$ cat src/rtl/gpu_cr_writer.sv
// GPU control-register writer: 4-deep in-order host FIFO with optional frame-synchronised issue.
// Define GPU_CR_SHADOW_EN to add shadow copies of the four controller registers.
package gpu_cr_writer_pkg;
    localparam int unsigned ADDR_W = 4;
    localparam int unsigned DATA_W = 5;
    localparam int unsigned DEPTH  = 4;
    localparam int unsigned PTR_W  = 2;
    localparam int unsigned LVL_W  = 3;

    typedef struct packed {
        logic              sync;
        logic [ADDR_W-1:0] addr;
        logic [DATA_W-1:0] data;
    } cr_entry_t;
endpackage

module gpu_cr_writer
    import gpu_cr_writer_pkg::*;
(
    input  logic              clk,
    input  logic              reset_n,
    input  logic              i_host_valid,
    output logic              o_host_ready,
    input  logic [ADDR_W-1:0] i_host_addr,
    input  logic [DATA_W-1:0] i_host_data,
    input  logic              i_host_sync,
    input  logic              i_frame_done,
    input  logic              i_err_clr,
    output logic              o_cr_we,
    output logic [ADDR_W-1:0] o_cr_addr,
    output logic [DATA_W-1:0] o_cr_value,
    output logic [LVL_W-1:0]  o_fifo_level,
    output logic              o_busy,
    output logic              o_err_addr
`ifdef GPU_CR_SHADOW_EN
    ,
    output logic              o_shadow_output_ena,
    output logic              o_shadow_render_ena,
    output logic              o_shadow_mode,
    output logic [DATA_W-1:0] o_shadow_spirit_cnt
`endif
);

    typedef enum logic [1:0] {S_IDLE, S_ISSUE, S_WAIT_FRAME} state_t;

    state_t            state_q, state_d;
    cr_entry_t         fifo_q [DEPTH];
    cr_entry_t         fifo_d [DEPTH];
    logic [PTR_W-1:0]  rd_ptr_q, rd_ptr_d, wr_ptr_q, wr_ptr_d;
    logic [LVL_W-1:0]  level_q, level_d;
    logic              cr_we_q, cr_we_d;
    logic [ADDR_W-1:0] cr_addr_q, cr_addr_d;
    logic [DATA_W-1:0] cr_value_q, cr_value_d;
    logic              busy_q, busy_d;
    logic              err_addr_q, err_addr_d;
    logic              accept, addr_ok, push, pop;
    cr_entry_t         head, head_d, push_entry;
`ifdef GPU_CR_SHADOW_EN
    logic              sh_out_q, sh_out_d, sh_rnd_q, sh_rnd_d, sh_mode_q, sh_mode_d;
    logic [DATA_W-1:0] sh_cnt_q, sh_cnt_d;
`endif

    assign o_host_ready = (level_q < LVL_W'(DEPTH));

    // Next-state: FIFO bookkeeping, issue decision and the state of the new head.
    always_comb begin
        fifo_d     = fifo_q;
        rd_ptr_d   = rd_ptr_q;
        wr_ptr_d   = wr_ptr_q;
        cr_we_d    = 1'b0;
        cr_addr_d  = cr_addr_q;
        cr_value_d = cr_value_q;
        err_addr_d = err_addr_q;
        pop        = 1'b0;
        head       = fifo_q[rd_ptr_q];
        accept     = i_host_valid && o_host_ready;
        addr_ok    = (i_host_addr[1:0] == 2'b00);
        push       = accept && addr_ok;
        push_entry = '{sync: i_host_sync, addr: i_host_addr, data: i_host_data};
`ifdef GPU_CR_SHADOW_EN
        sh_out_d   = sh_out_q;
        sh_rnd_d   = sh_rnd_q;
        sh_mode_d  = sh_mode_q;
        sh_cnt_d   = sh_cnt_q;
`endif

        case (state_q)
            S_ISSUE:      pop = 1'b1;
            S_WAIT_FRAME: pop = i_frame_done;
            default:      pop = 1'b0;
        endcase

        if (pop) begin
            cr_we_d    = 1'b1;
            cr_addr_d  = head.addr;
            cr_value_d = head.data;
            rd_ptr_d   = rd_ptr_q + PTR_W'(1);
`ifdef GPU_CR_SHADOW_EN
            case (head.addr)
                4'h0:    sh_out_d  = head.data[0];
                4'h4:    sh_rnd_d  = head.data[0];
                4'h8:    sh_mode_d = head.data[0];
                4'hC:    sh_cnt_d  = head.data;
                default: sh_cnt_d  = sh_cnt_q;
            endcase
`endif
        end

        if (push) begin
            fifo_d[wr_ptr_q] = push_entry;
            wr_ptr_d         = wr_ptr_q + PTR_W'(1);
        end

        level_d = level_q + LVL_W'(push) - LVL_W'(pop);

        // Set beats clear when both happen together.
        if (i_err_clr)
            err_addr_d = 1'b0;
        if (accept && !addr_ok)
            err_addr_d = 1'b1;

        head_d = fifo_d[rd_ptr_d];
        if (level_d == '0)
            state_d = S_IDLE;
        else if (head_d.sync)
            state_d = S_WAIT_FRAME;
        else
            state_d = S_ISSUE;

        busy_d = (level_d != '0) || pop;
    end

    always_ff @(posedge clk or negedge reset_n) begin
        if (!reset_n) begin
            state_q    <= S_IDLE;
            for (int i = 0; i < int'(DEPTH); i++)
                fifo_q[i] <= '0;
            rd_ptr_q   <= '0;
            wr_ptr_q   <= '0;
            level_q    <= '0;
            cr_we_q    <= 1'b0;
            cr_addr_q  <= '0;
            cr_value_q <= '0;
            busy_q     <= 1'b0;
            err_addr_q <= 1'b0;
        end else begin
            state_q    <= state_d;
            fifo_q     <= fifo_d;
            rd_ptr_q   <= rd_ptr_d;
            wr_ptr_q   <= wr_ptr_d;
            level_q    <= level_d;
            cr_we_q    <= cr_we_d;
            cr_addr_q  <= cr_addr_d;
            cr_value_q <= cr_value_d;
            busy_q     <= busy_d;
            err_addr_q <= err_addr_d;
        end
    end

`ifdef GPU_CR_SHADOW_EN
    // Shadow reset values mirror the controller's own register reset state.
    always_ff @(posedge clk or negedge reset_n) begin
        if (!reset_n) begin
            sh_out_q  <= 1'b1;
            sh_rnd_q  <= 1'b1;
            sh_mode_q <= 1'b1;
            sh_cnt_q  <= DATA_W'(2);
        end else begin
            sh_out_q  <= sh_out_d;
            sh_rnd_q  <= sh_rnd_d;
            sh_mode_q <= sh_mode_d;
            sh_cnt_q  <= sh_cnt_d;
        end
    end

    assign o_shadow_output_ena = sh_out_q;
    assign o_shadow_render_ena = sh_rnd_q;
    assign o_shadow_mode       = sh_mode_q;
    assign o_shadow_spirit_cnt = sh_cnt_q;
`endif

    assign o_cr_we      = cr_we_q;
    assign o_cr_addr    = cr_addr_q;
    assign o_cr_value   = cr_value_q;
    assign o_fifo_level = level_q;
    assign o_busy       = busy_q;
    assign o_err_addr   = err_addr_q;

endmodule
$ cat config.mk
export PLATFORM = sky130hd
export DESIGN_NAME = gpu_cr_writer
export DESIGN_NICKNAME = d
export VERILOG_FILES = /design/src/rtl/gpu_cr_writer.sv
export SDC_FILE = /design/constraint.sdc
export NUM_CORES = 1
export LEC_CHECK = 0
export CAP_MARGIN = 10
export CORE_MARGIN = 4
export CORE_UTILIZATION = 35
export DETAILED_ROUTE_END_ITERATION = 8
export PLACE_DENSITY = 0.62
export SETUP_SLACK_MARGIN = 0.02
export SLEW_MARGIN = 40
export SYNTH_ARGS = -nofsm -noshare
export SYNTH_HDL_FRONTEND = slang
export SYNTH_SLANG_ARGS = --single-unit
export TNS_END_PERCENT = 50
$ cat constraint.sdc
create_clock -name clk -period 7.1 [get_ports clk]
set_input_delay 0.71 -clock clk [delete_from_list [all_inputs] [get_ports clk]]
set_output_delay 0.71 -clock clk [all_outputs]
set_load 0.01 [all_outputs]
# ---- After elaboration in Yosys (flattened, before gate mapping)
# Cells that the tools add are included.
dict set report totals {
  regBits 61
  input_bits 15
  elab_cells 62
}
dict set report op_classes {
  n_addsub 4
  order_cmp 5
  n_eq_ne 2
  mux 17
  n_bitwise 3
  n_reduce_logical 10
}
# op n
set ops {}
lappend ops {{binary-select mux 10 bit (select 2 bit)} 2}
lappend ops {{bitwise mux 40 bit} 1}
lappend ops {{two-way mux 40 bit} 1}
lappend ops {{two-way mux 10 bit} 3}
lappend ops {{demux 10 bit (select 2 bit)} 1}
lappend ops {{two-way mux 9 bit} 2}
lappend ops {{greater-or-equal comparator 3 bit, second input constant} 3}
lappend ops {{NOT 2 -> 3 bit} 3}
lappend ops {{two-way mux 2 bit} 3}
lappend ops {{adder 2 x 1 -> 2 bit, second input constant} 2}
lappend ops {{logical AND 1 bit} 4}
lappend ops {{adder 3 x 1 -> 3 bit} 1}
lappend ops {{zero test 3 bit} 1}
lappend ops {{less-than comparator 3 x 1 -> 1 bit, second input constant} 1}
lappend ops {{less-than comparator 3 bit, second input constant} 1}
lappend ops {{two-way mux 1 bit} 3}
lappend ops {{nonzero test 3 bit} 1}
lappend ops {{subtractor 3 x 1 -> 3 bit} 1}
lappend ops {{equality test 2 x 1 -> 1 bit, second input constant} 1}
lappend ops {{equality test 2 bit, second input constant} 1}
lappend ops {{zero test 2 bit} 1}
lappend ops {{one-hot mux 1 bit (2 select lines)} 1}
lappend ops {{nonzero test 2 bit} 1}
lappend ops {{zero test 1 bit} 1}
lappend ops {{logical OR 1 bit} 1}

# ---- Logic depth before layout (Yosys ltp)
dict set report logic_depth {
  ltp_word 12
  mapped_depth 11
  depth_no_buf 11
}

# ---- Worst setup path before layout
# No wires, ideal clock.
dict set report synth_timing {
  path_kind {input to register}
  start {in i_host_addr[0]}
  end {reg state_q[1]}
  arrival_time_ns 2.582
  required_time_ns 6.980
  slack_ns 4.399
  cell_stages 10
  path_cell_list {nor4b_4 -> buf_6 -> or3_1 -> nand2_1 -> ha_1 -> fa_1 -> xnor2_1 -> xnor2_1 -> nor3_1 -> and3b_1}
}
dict set report synth_between {
  word_cells_on_any_way 11
  cone_classes {2 x add/sub; 6 x mux; 3 x reduce/logical}
}
# element line
set synth_lines {}
lappend synth_lines {{start: declaration} 24} ;# input logic [ADDR_W-1:0] i_host_addr,
lappend synth_lines {{zero test 2 bit} 77} ;# addr_ok = (i_host_addr[1:0] == 2'b00);
lappend synth_lines {{logical AND 1 bit} 78} ;# push = accept && addr_ok;
lappend synth_lines {{adder 3 x 1 -> 3 bit} 114} ;# level_d = level_q + LVL_W'(push) - LVL_W'(pop);
lappend synth_lines {{subtractor 3 x 1 -> 3 bit} 114}
lappend synth_lines {{via level_d[2]} 50} ;# logic [LVL_W-1:0] level_q, level_d;
lappend synth_lines {{zero test 3 bit} 123} ;# if (level_d == '0)
lappend synth_lines {{two-way mux 2 bit} 123}
lappend synth_lines {{via state_d[1]} 46} ;# state_t state_q, state_d;
lappend synth_lines {{end signal: assignment} 147} ;# state_q <= state_d;
lappend synth_lines {{end: declaration} 46}
# The timed path passes the listed nets, and every way through them passes these cells. The select of a mux whose other input is x is not followed.
# A chain may end at the register's enable or synchronous reset.

# ---- Final worst setup path
# Ends and elaborated chain as after synthesis.

==> results.md <==
* Status: finished clean
* Top post-synthesis cells by area: dfrtp_1, mux2_2, mux4_2
* Die height at 95.4 um
* Dpl ws at 3.60 ns
* Clk sinks at 61
* Clock skew at 0.00482 ns
* Setup ws final at 3.95 ns
* # diodes at 0
* Layout Cells excl Fill at 323
* Core Rows at 31
* Initial DRC Count at 65
* Chip Width at 95.4 um
* First-pass GRT wire length at 7920 um
* Largest net degree at the start of global routing at 62
* Worst Path Required at 7.32 ns
* Fmax at 0.318 GHz
* CTS tree: built
* FILL cells at 667
* CP Launch Type: input port
* Yosys warning count at 0
* IO Pins at 31
* Floorplan core area at 7330 um^2
* Global route total overflow at 0
* CTS Buf Count at 9
* Cell area after layout at 3270 um^2
* Placed cells at 307
* Synth area leader: dfrtp_1
* Via/cell ratio at 4.71
* Final Critical Period at 3.15 ns
* Routed wire per std cell at 14.8 um
* Post-CTS setup buffers at 0
* Number of H-tree levels at 3
* Power per cell area at 425 nW/um^2
* Endpoint class of the critical path: flip-flop
* Vias at 1522
* Total global-route track usage at 11.9%
* Synth top area share at 57.0%
* Layout cell share with drive strength beyond 1 at 30.4%
* Initial Util at 36.5%
* Max Slew Vio Count at 0
* Synth Net Count at 207
* Worst-path clk slew at 0.06 ns
* Dominant synthesized flop cell: dfrtp_1
* Number of routed nets with antenna violations at 0
* Post-synth EDFFs at 0
* Max Buffers Root-to-Sink at 2
* Worst skew pair latency at 0.33 ns
* Yosys cell types at 32
* Register area share after synthesis at 57.0%
* Final net count at 242
* Worst-margin pin slew at 0.756 ns
* Layout area overhead at 22.0%
* Residual DRC count at 0
* Vias in the first global route at 1593
* Root Buffer: clkbuf_8
* RSZ-0062 raised after global routing: no
* DP HPWL at 3070 um
* Drt first pass iters at 4
* Final Util at 44.5%
* Static Leak at 0.00151 uW
* Die ar. at 9110 um^2
* Peak fanout along the critical path at 13
* Final wirelength at 4790 um
* Synth async-reset ratio at 100%
* Cell Area, Synth at 2680 um^2
* Period utilization at 44.4%
* Final hold violation count at 0
* Worst relative slew slack at 49.6%
* CTS resizes at 0
* Initial antenna violation count at 0
* Synth Area per Inst at 14.5 um^2
* FF+latch count, synth at 61
* Setup TNS Final at 0 ns
* # port buffers at 30
* Max-cap viol count at 0
* Final Setup Violations at 0
* Worst VDD drop at 0.000118 V
* Post-Synthesis Cells at 184
* HP Class: input port to async pin
* Critical path class: input port to flip-flop
* Post-CTS Hold Fix Bufs at 0
* WP data arrival at 3.37 ns
* Dpl cell area at 3070 um^2
* Gpl congestion at 0.728
[where the power goes]
part	internal [uW]	switching (uW)	total, uW
logic	305	210	515
registers	483	94.4	577
clock network	169	126	295
[cell type report]
cell class	count	area, um^2	share of cell area [%]
sequential	61	1530	46.7
multi-input combinational	104	1070	32.8
timing repair buffer	31	307	9.39
clock buffer	11	141	4.33
tap	99	124	3.79
clock inverter	5	50.0	1.53
inverter	12	45.0	1.38
[cells by family after synthesis]
family	synth area share (%)
flip-flops	57.0
multiplexers	23.6
AND/OR/NAND/NOR	6.97
buffers and inverters	2.99
AO/OA/AOI/OAI	4.11
adder cells (fa/ha/maj)	4.02
XOR/XNOR	1.31
[synthesized netlist by cell type, types with 2 or more instances]
| cell | count |
|---|---|
| a21o_1 | 2 |
| a21oi_1 | 2 |
| and2_1 | 9 |
| and3_1 | 2 |
| and3b_1 | 2 |
| clkbuf_1 | 5 |
| dfrtp_1 | 61 |
| ha_1 | 7 |
| inv_1 | 12 |
| mux2_2 | 38 |
| mux4_2 | 9 |
| nand2_1 | 6 |
| nor2_1 | 2 |
| nor3_1 | 2 |
| o21ai_0 | 4 |
| or3_1 | 2 |
| xnor2_1 | 4 |
[worst max-delay path, stage by stage]
cell and delay (ns):
clkdlybuf4s50_1 0.45, nor4b_4 0.59, or3_1 0.24, nand2_1 0.07
ha_1 0.19, fa_1 0.38, xnor2_1 0.15, xnor2_1 0.14
nor3_1 0.23, and3b_1 0.22
[layer usage]
metal  share of wire, %  GRT usage, %  vias to the layer above
li1                   -             -                      727
met5                  0             0                        -
met3                3.3          3.00                        8
met2                 45          17.7                       25
met4                2.1          7.11                        0
met1                 50          15.8                      762
[final timing paths]
kind | startpoint | to | slack (ns) | cells after the start
max in group asynchronous | reset_n | async pin | 6.28 | 2
worst max-delay path | i_host_addr[0] | state_q[1]$_DFF_PN0_ | 3.95 | 10
worst min register to register | flip-flop | flip-flop | 0.48 | 1
worst min-delay path | reset_n | o_cr_addr[2]$_DFFE_PN0P_ | 0.45 | 2
min in group clk | flip-flop | flip-flop | 0.48 | 1
worst max register to register | o_fifo_level[2]$_DFF_PN0_ | state_q[1]$_DFF_PN0_ | 4.33 | 9
[metrics by stage]
stage | hold slack, ns | total power, uW
after global routing | 0.484 | 1490
after CTS | 0.484 | 1410
after detailed placement | 0.466 | 1110
after floorplan | 0.414 | 935
after global placement | 0.464 | 1090
final | 0.450 | 1390
[cells in the final DEF, fill, tap and decap left out, types with 2 or more instances in the layout]
master / n
dfrtp_1: 61
mux2_2: 38
clkdlybuf4s50_1: 29
inv_1: 12
clkbuf_8: 10
and2_1: 9
mux4_2: 9
ha_1: 7
nand2_1: 6
xnor2_1: 4
o21ai_0: 4
clkinv_2: 4
and3_1: 2
a21o_1: 2
and3b_1: 2
a21oi_1: 2
nor3_1: 2
or3_1: 2
(Power assumes the default switching activity.)
